$ cat config.mk
export PLATFORM = sky130hd
export DESIGN_NAME = ex_cnt_param
export DESIGN_NICKNAME = d
export VERILOG_FILES = /design/src/rtl/ex_cnt_param.sv
export SDC_FILE = /design/constraint.sdc
export NUM_CORES = 1
export LEC_CHECK = 0
export CAP_MARGIN = 30
export CORE_UTILIZATION = 30
export CTS_BUF_LIST = sky130_fd_sc_hd__clkbuf_4
export DETAILED_ROUTE_END_ITERATION = 8
export PLACE_DENSITY = 0.53
export SLEW_MARGIN = 20
export SYNTH_ARGS = -nofsm -noshare
export SYNTH_HDL_FRONTEND = slang
export SYNTH_SLANG_ARGS = --single-unit
$ cat constraint.sdc
create_clock -name sclk -period 5.4 [get_ports sclk]
set_input_delay 0.81 -clock sclk [delete_from_list [all_inputs] [get_ports sclk]]
set_output_delay 0.81 -clock sclk [all_outputs]
set_load 0.005 [all_outputs]
$ cat src/rtl/ex_cnt_param.sv
// ex_cnt_param: parametrised up/down counter with prescaler, sync clear/load and terminal-count pulse.
// Define EX_CNT_SAT_EN to saturate at 0/MAX_VAL instead of wrapping.
module ex_cnt_param #(
    parameter int WIDTH    = 10,
    parameter int MAX_VAL  = 1023,
    parameter int PRESCALE = 1
) (
    input  logic             sclk,
    input  logic             rst,
    input  logic             en,
    input  logic             up_dn,
    input  logic             clr,
    input  logic             load,
    input  logic [WIDTH-1:0] load_val,
    output logic [WIDTH-1:0] cnt,
    output logic             tc,
    output logic             zero
);
    localparam int PW = PRESCALE > 1 ? $clog2(PRESCALE) : 1;
    localparam logic [WIDTH-1:0] MAX = WIDTH'(MAX_VAL);
    localparam logic [PW-1:0] PTOP = PW'(PRESCALE - 1);

    logic [PW-1:0]    r_pre, w_pre_nxt;
    logic [WIDTH-1:0] r_cnt, w_cnt_nxt, w_step, w_bound_val, w_load_val;
    logic             r_tc, w_tc_nxt, w_tick, w_bound, w_hit;

    assign w_tick     = en && (r_pre == PTOP);
    assign w_bound    = up_dn ? (r_cnt == MAX) : (r_cnt == '0);
    assign w_step     = up_dn ? r_cnt + 1'b1 : r_cnt - 1'b1;
    assign w_load_val = (load_val > MAX) ? MAX : load_val;
`ifdef EX_CNT_SAT_EN
    // Saturation: hold at the boundary; pulse only on the step that lands there.
    assign w_bound_val = r_cnt;
    assign w_hit       = !w_bound && (w_step == (up_dn ? MAX : '0));
`else
    assign w_bound_val = up_dn ? '0 : MAX;
    assign w_hit       = w_bound;
`endif

    always_comb begin
        w_pre_nxt = (clr || load || w_tick) ? '0 : en ? r_pre + 1'b1 : r_pre;
        w_cnt_nxt = clr ? '0 : load ? w_load_val : w_tick ? (w_bound ? w_bound_val : w_step) : r_cnt;
        w_tc_nxt  = !clr && !load && w_tick && w_hit;
    end

    always_ff @(posedge sclk or posedge rst) begin
        if (rst) begin
            r_pre <= '0;
            r_cnt <= '0;
            r_tc  <= 1'b0;
        end else begin
            r_pre <= w_pre_nxt;
            r_cnt <= w_cnt_nxt;
            r_tc  <= w_tc_nxt;
        end
    end

    assign cnt  = r_cnt;
    assign tc   = r_tc;
    assign zero = (r_cnt == '0);
endmodule

* After elaboration in Yosys (flattened, before gate mapping)
Cells that the tools add are included.
** Word-level totals
- Output and inout port bits :: 12
- Logic and storage cells :: 30
- Register bits after elaboration :: 12
** Operators by class
- Reductions and logical operators :: 11
- Muxes and demuxes :: 10
- Order comparisons :: 1
- Equality and inequality tests :: 1
- Bitwise operators :: 1
- $add $sub $neg :: 3
** Operator list (number)
- $mux W10 :: 7
- $add A10 B1 Y10 const B :: 1
- $eq A10 B10 Y1 const B :: 1
- $gt A10 B10 Y1 const B :: 1
- $logic_not A10 Y1 :: 1
- $sub A10 B1 Y10 const B :: 1
- $logic_and A1 B1 Y1 :: 4
- $mux W1 :: 3
- $reduce_bool A3 Y1 :: 1
- $logic_not A1 Y1 :: 2
- $logic_or A1 B1 Y1 :: 2
- $reduce_bool A2 Y1 :: 1
- $add A1 B1 Y1 const B :: 1
- $not A1 Y1 :: 1

* Longest topological paths before layout
- Depth in word-level cells :: 6
- Gate-level depth with buffers :: 8
- Gate-level depth less buffers :: 8

* Worst setup path before layout
No wires, ideal clock.
- Path type :: input to register
- Start :: in up_dn
- End :: reg r_cnt[6] (netlist: cnt[6])
- Path slack :: 2744 ps
- Data required time :: 5274 ps
- Arrival :: 2530 ps
- Cell stages on the path :: 8
- Path buffers :: 0
- Cell sequence :: inv_1 fa_1 a21o_1 a211o_1 a21oi_2 xor2_1 a21oi_1 a221o_1
** Between the ends
- Word-level cells in the longest chain between the ends :: 5
- Elaborated cells between the ends (all ways) :: 7
- Those cells by class :: mux: 7
** RTL lines
- start: declaration :: line 11 : input logic up_dn,
- $mux W10 (tied with other cells) :: line 29 : assign w_step = up_dn ? r_cnt + 1'b1 : r_cnt - 1'b1;
- $mux W10 (*) (4 in a row) :: line 42 : w_cnt_nxt = clr ? '0 : load ? w_load_val : w_tick ? (w_bound ? w_bound_val : w_step) : r_cnt;
- end signal: assignment :: line 53 : r_cnt <= w_cnt_nxt;
- end: declaration :: line 24 : logic [WIDTH-1:0] r_cnt, w_cnt_nxt, w_step, w_bound_val, w_load_val;
Mark *: on every way between the ends. The rest lies on a longest branch, timed or not. The select of a mux whose other input is x is not followed.
A chain may end at the register's enable or synchronous reset.

* Worst setup path after layout
Same ends and word-level chain as after synthesis.

==> results.sh <==
export IMPL_clock_sinks=12
export IMPL_synthCells=122
export IMPL_cts_htree_levels=1
export IMPL_die_h_um=61.93
export IMPL_initial_core_util=0.3178
export IMPL_grt_pass1_wl_um=4767
export IMPL_period_share=0.5840
export IMPL_worst_hold_slack_ns=0.5531
export IMPL_dpl_hpwl_um=2157
export IMPL_worstPathMaxFanout=12
export IMPL_antenna_found_initial=0
export IMPL_num_io_pins=28
export IMPL_cap_violations=0
export IMPL_arrival_ns=3.32
export IMPL_wl_per_cell_um=14.87
export IMPL_die_w_um=61.93
export IMPL_power_total_uw=343.5
export IMPL_dieArea_um2=3835
export IMPL_fp_row_count=21
export IMPL_skew_ns=0.0009995
export IMPL_cts_tree="built"
export IMPL_maxSlewViolCount=0
export IMPL_syn_area_per_cell_um2=8.830
export IMPL_ant_nets=0
export IMPL_vias=1045
export IMPL_crit_type="in -> reg"
export IMPL_drt_pre_antenna_iters=4
export IMPL_syn_to_final_growth_pct=29.62
export IMPL_utilization=0.4120
export IMPL_post_cts_resize_count=0
export IMPL_cts_buffers=3
export IMPL_clockBufferDepth=2
export IMPL_rsz0062_at_grt="no"
export IMPL_fmax_mhz=317.1
export IMPL_clock_root_buffer="clkbuf_4"
export IMPL_ys_types=41
export IMPL_final_nets=175
export IMPL_grt_pass1_vias=983
export IMPL_antennaDiodeCount=0
export IMPL_fp_coreArea_um2=3390
export IMPL_grt_overflow_total=0
export IMPL_async_reset_ff_frac=1.000
export IMPL_status="finished, final reports clean"
export IMPL_finalCriticalPeriod_ns=3.153
export IMPL_ctsHoldBuffers=0
export IMPL_syn_area_um2=1077
export IMPL_fin_tns_setup_ns=0
export IMPL_required_ns=5.57
export IMPL_synth_top_area_share=0.2787
export IMPL_routabilityCongestion=0.8018
export IMPL_yosysSeqAreaShare=0.2787
export IMPL_io_buffers=27
export IMPL_drcViolationCount=0
export IMPL_cp_start_kind="primary input"
export IMPL_maxSlewHeadroom=0.6489
export IMPL_clk_latency_ns=0.28
export IMPL_drt_iter0_markers=41
export IMPL_routed_via_density=5.359
export IMPL_tightestPinTransition_ns=0.5260
export IMPL_grt_max_degree=13
export IMPL_final_setup_worst_slack_ns=2.247
export IMPL_critPathCaptureType="register"
export IMPL_ys_ff_latch=12
export IMPL_p_per_area_nw_per_um2=246.0
export IMPL_irDropWorstVdd_uv=108.9
export IMPL_wl_um=2900
export IMPL_post_place_ws_ns=1.979
export IMPL_synthFlopType="dfrtp_1"
export IMPL_nFillCells=346
export IMPL_hp_class="reg -> reg"
export IMPL_ys_warn_count=0
export IMPL_hold_viol_final=0
export IMPL_yosysTopAreaCell="dfrtp_1"
export IMPL_leakagePower_uw=0.0005908
export IMPL_syn_nets=147
export IMPL_track_usage=0.1769
export IMPL_synth_edff_count=0
export IMPL_synthTopCellsByArea="dfrtp_1 28%, ha_1 9.3%, a21oi_1 6.5%, nor2_1 3.5%, nand3_1 3.3%"
export IMPL_clkTransAtPathRegs_ns=0.08
export IMPL_finalSetupViolations=0
export IMPL_post_cts_buffers=0
export IMPL_drive_above_1_share=0.07383
-- metrics by stage --
step / std cells / instance area (µm²)
6_report: 195 / 1396
5_1_grt: 195 / 1396
4_1_cts: 195 / 1396
3_5_place_dp: 191 / 1370
3_3_place_gp: 191 / 1370
2_1_floorplan: 122 / 1077
-- synthesized netlist by cell type, drive strengths merged (2+ instances only) --
cell type and instances:
a211oi 5, a21o 2, a21oi 15, a221o 3, a22oi 3, buf 4
dfrtp 12, ha 8, inv 6, mux2i 2, nand2 5, nand3 7
nand3b 2, nand4 4, nor2 11, nor3 3, nor4 3, o21a 2
o21ai 5, o21bai 2, xnor2 2, xor2 4
-- power breakdown --
| part | internal, µW | switching [µW] | leakage, µW |
|---|---|---|---|
| Sequential | 100 | 20.5 | 0.000157 |
| Clock | 26.8 | 34.1 | 0.0000154 |
| Combinational | 84.8 | 76.8 | 0.000418 |
-- area by class of cell --
| class | count | area, µm² | area share |
|---|---|---|---|
| multi-input combinational | 100 | 719.4 | 0.5152 |
| sequential | 12 | 300.3 | 0.2151 |
| timing repair buffer | 27 | 270.3 | 0.1935 |
| tap | 46 | 57.56 | 0.04122 |
| clock buffer | 3 | 22.52 | 0.01613 |
| inverter | 6 | 22.52 | 0.01613 |
| clock inverter | 1 | 3.754 | 0.002688 |
-- critical path: stages --
cell	delay, ns
clkdlybuf4s50_1	0.57
inv_1	0.26
fa_1	0.51
a21o_1	0.20
a211o_1	0.30
a21oi_2	0.16
xor2_1	0.16
a21oi_1	0.08
a221o_1	0.27
-- cell usage in the layout (no fill, tap or decap), types with 3 or more instances in the layout --
master	count
clkdlybuf4s50_1	27
a211oi_1	4
clkbuf_4	3
nand4_1	4
a22oi_1	3
xor2_1	4
nor2_1	10
inv_1	6
nor3_1	3
a21oi_1	14
ha_1	8
a221o_1	3
dfrtp_1	12
nand3_1	7
o21ai_1	3
nand2_1	5
-- worst paths after layout --
path                       startpoint     end  slack, ns  cells after the start
max reg2reg                    cnt[0]  cnt[6]       3.16                      7
max in group asynchronous         rst  cnt[6]       4.20                      2
min reg2reg                     r_pre   r_pre       0.55                      1
max                             up_dn  cnt[6]       2.25                      9
min                             r_pre   r_pre       0.55                      1
min in group asynchronous         rst  cnt[7]       0.86                      2
-- routing by layer --
layer	track usage	routed length, µm	share of wire	up-vias
met2	0.2780	1267	0.44	39
met4	0.06667	53	0.018	0
li1	-	-	-	516
met5	0	0	0	-
met3	0.03934	168	0.058	6
met1	0.2376	1411	0.49	484
-- sequential cells by signal (all words and copies together) (netlist names) --
name / count
cnt: 10
r_pre: 1
tc: 1
-- logic make-up after synthesis --
| group | after synthesis | share of synthesized area |
|---|---|---|
| simple gates | 41 | 0.2184 |
| mux | 2 | 0.01858 |
| xor+xnor | 6 | 0.04878 |
| compound gates | 42 | 0.2706 |
| fa+ha+maj | 9 | 0.1115 |
| buf+inv | 10 | 0.05342 |
| flops | 12 | 0.2787 |
No activity file was read; power rests on OpenSTA's default activity.
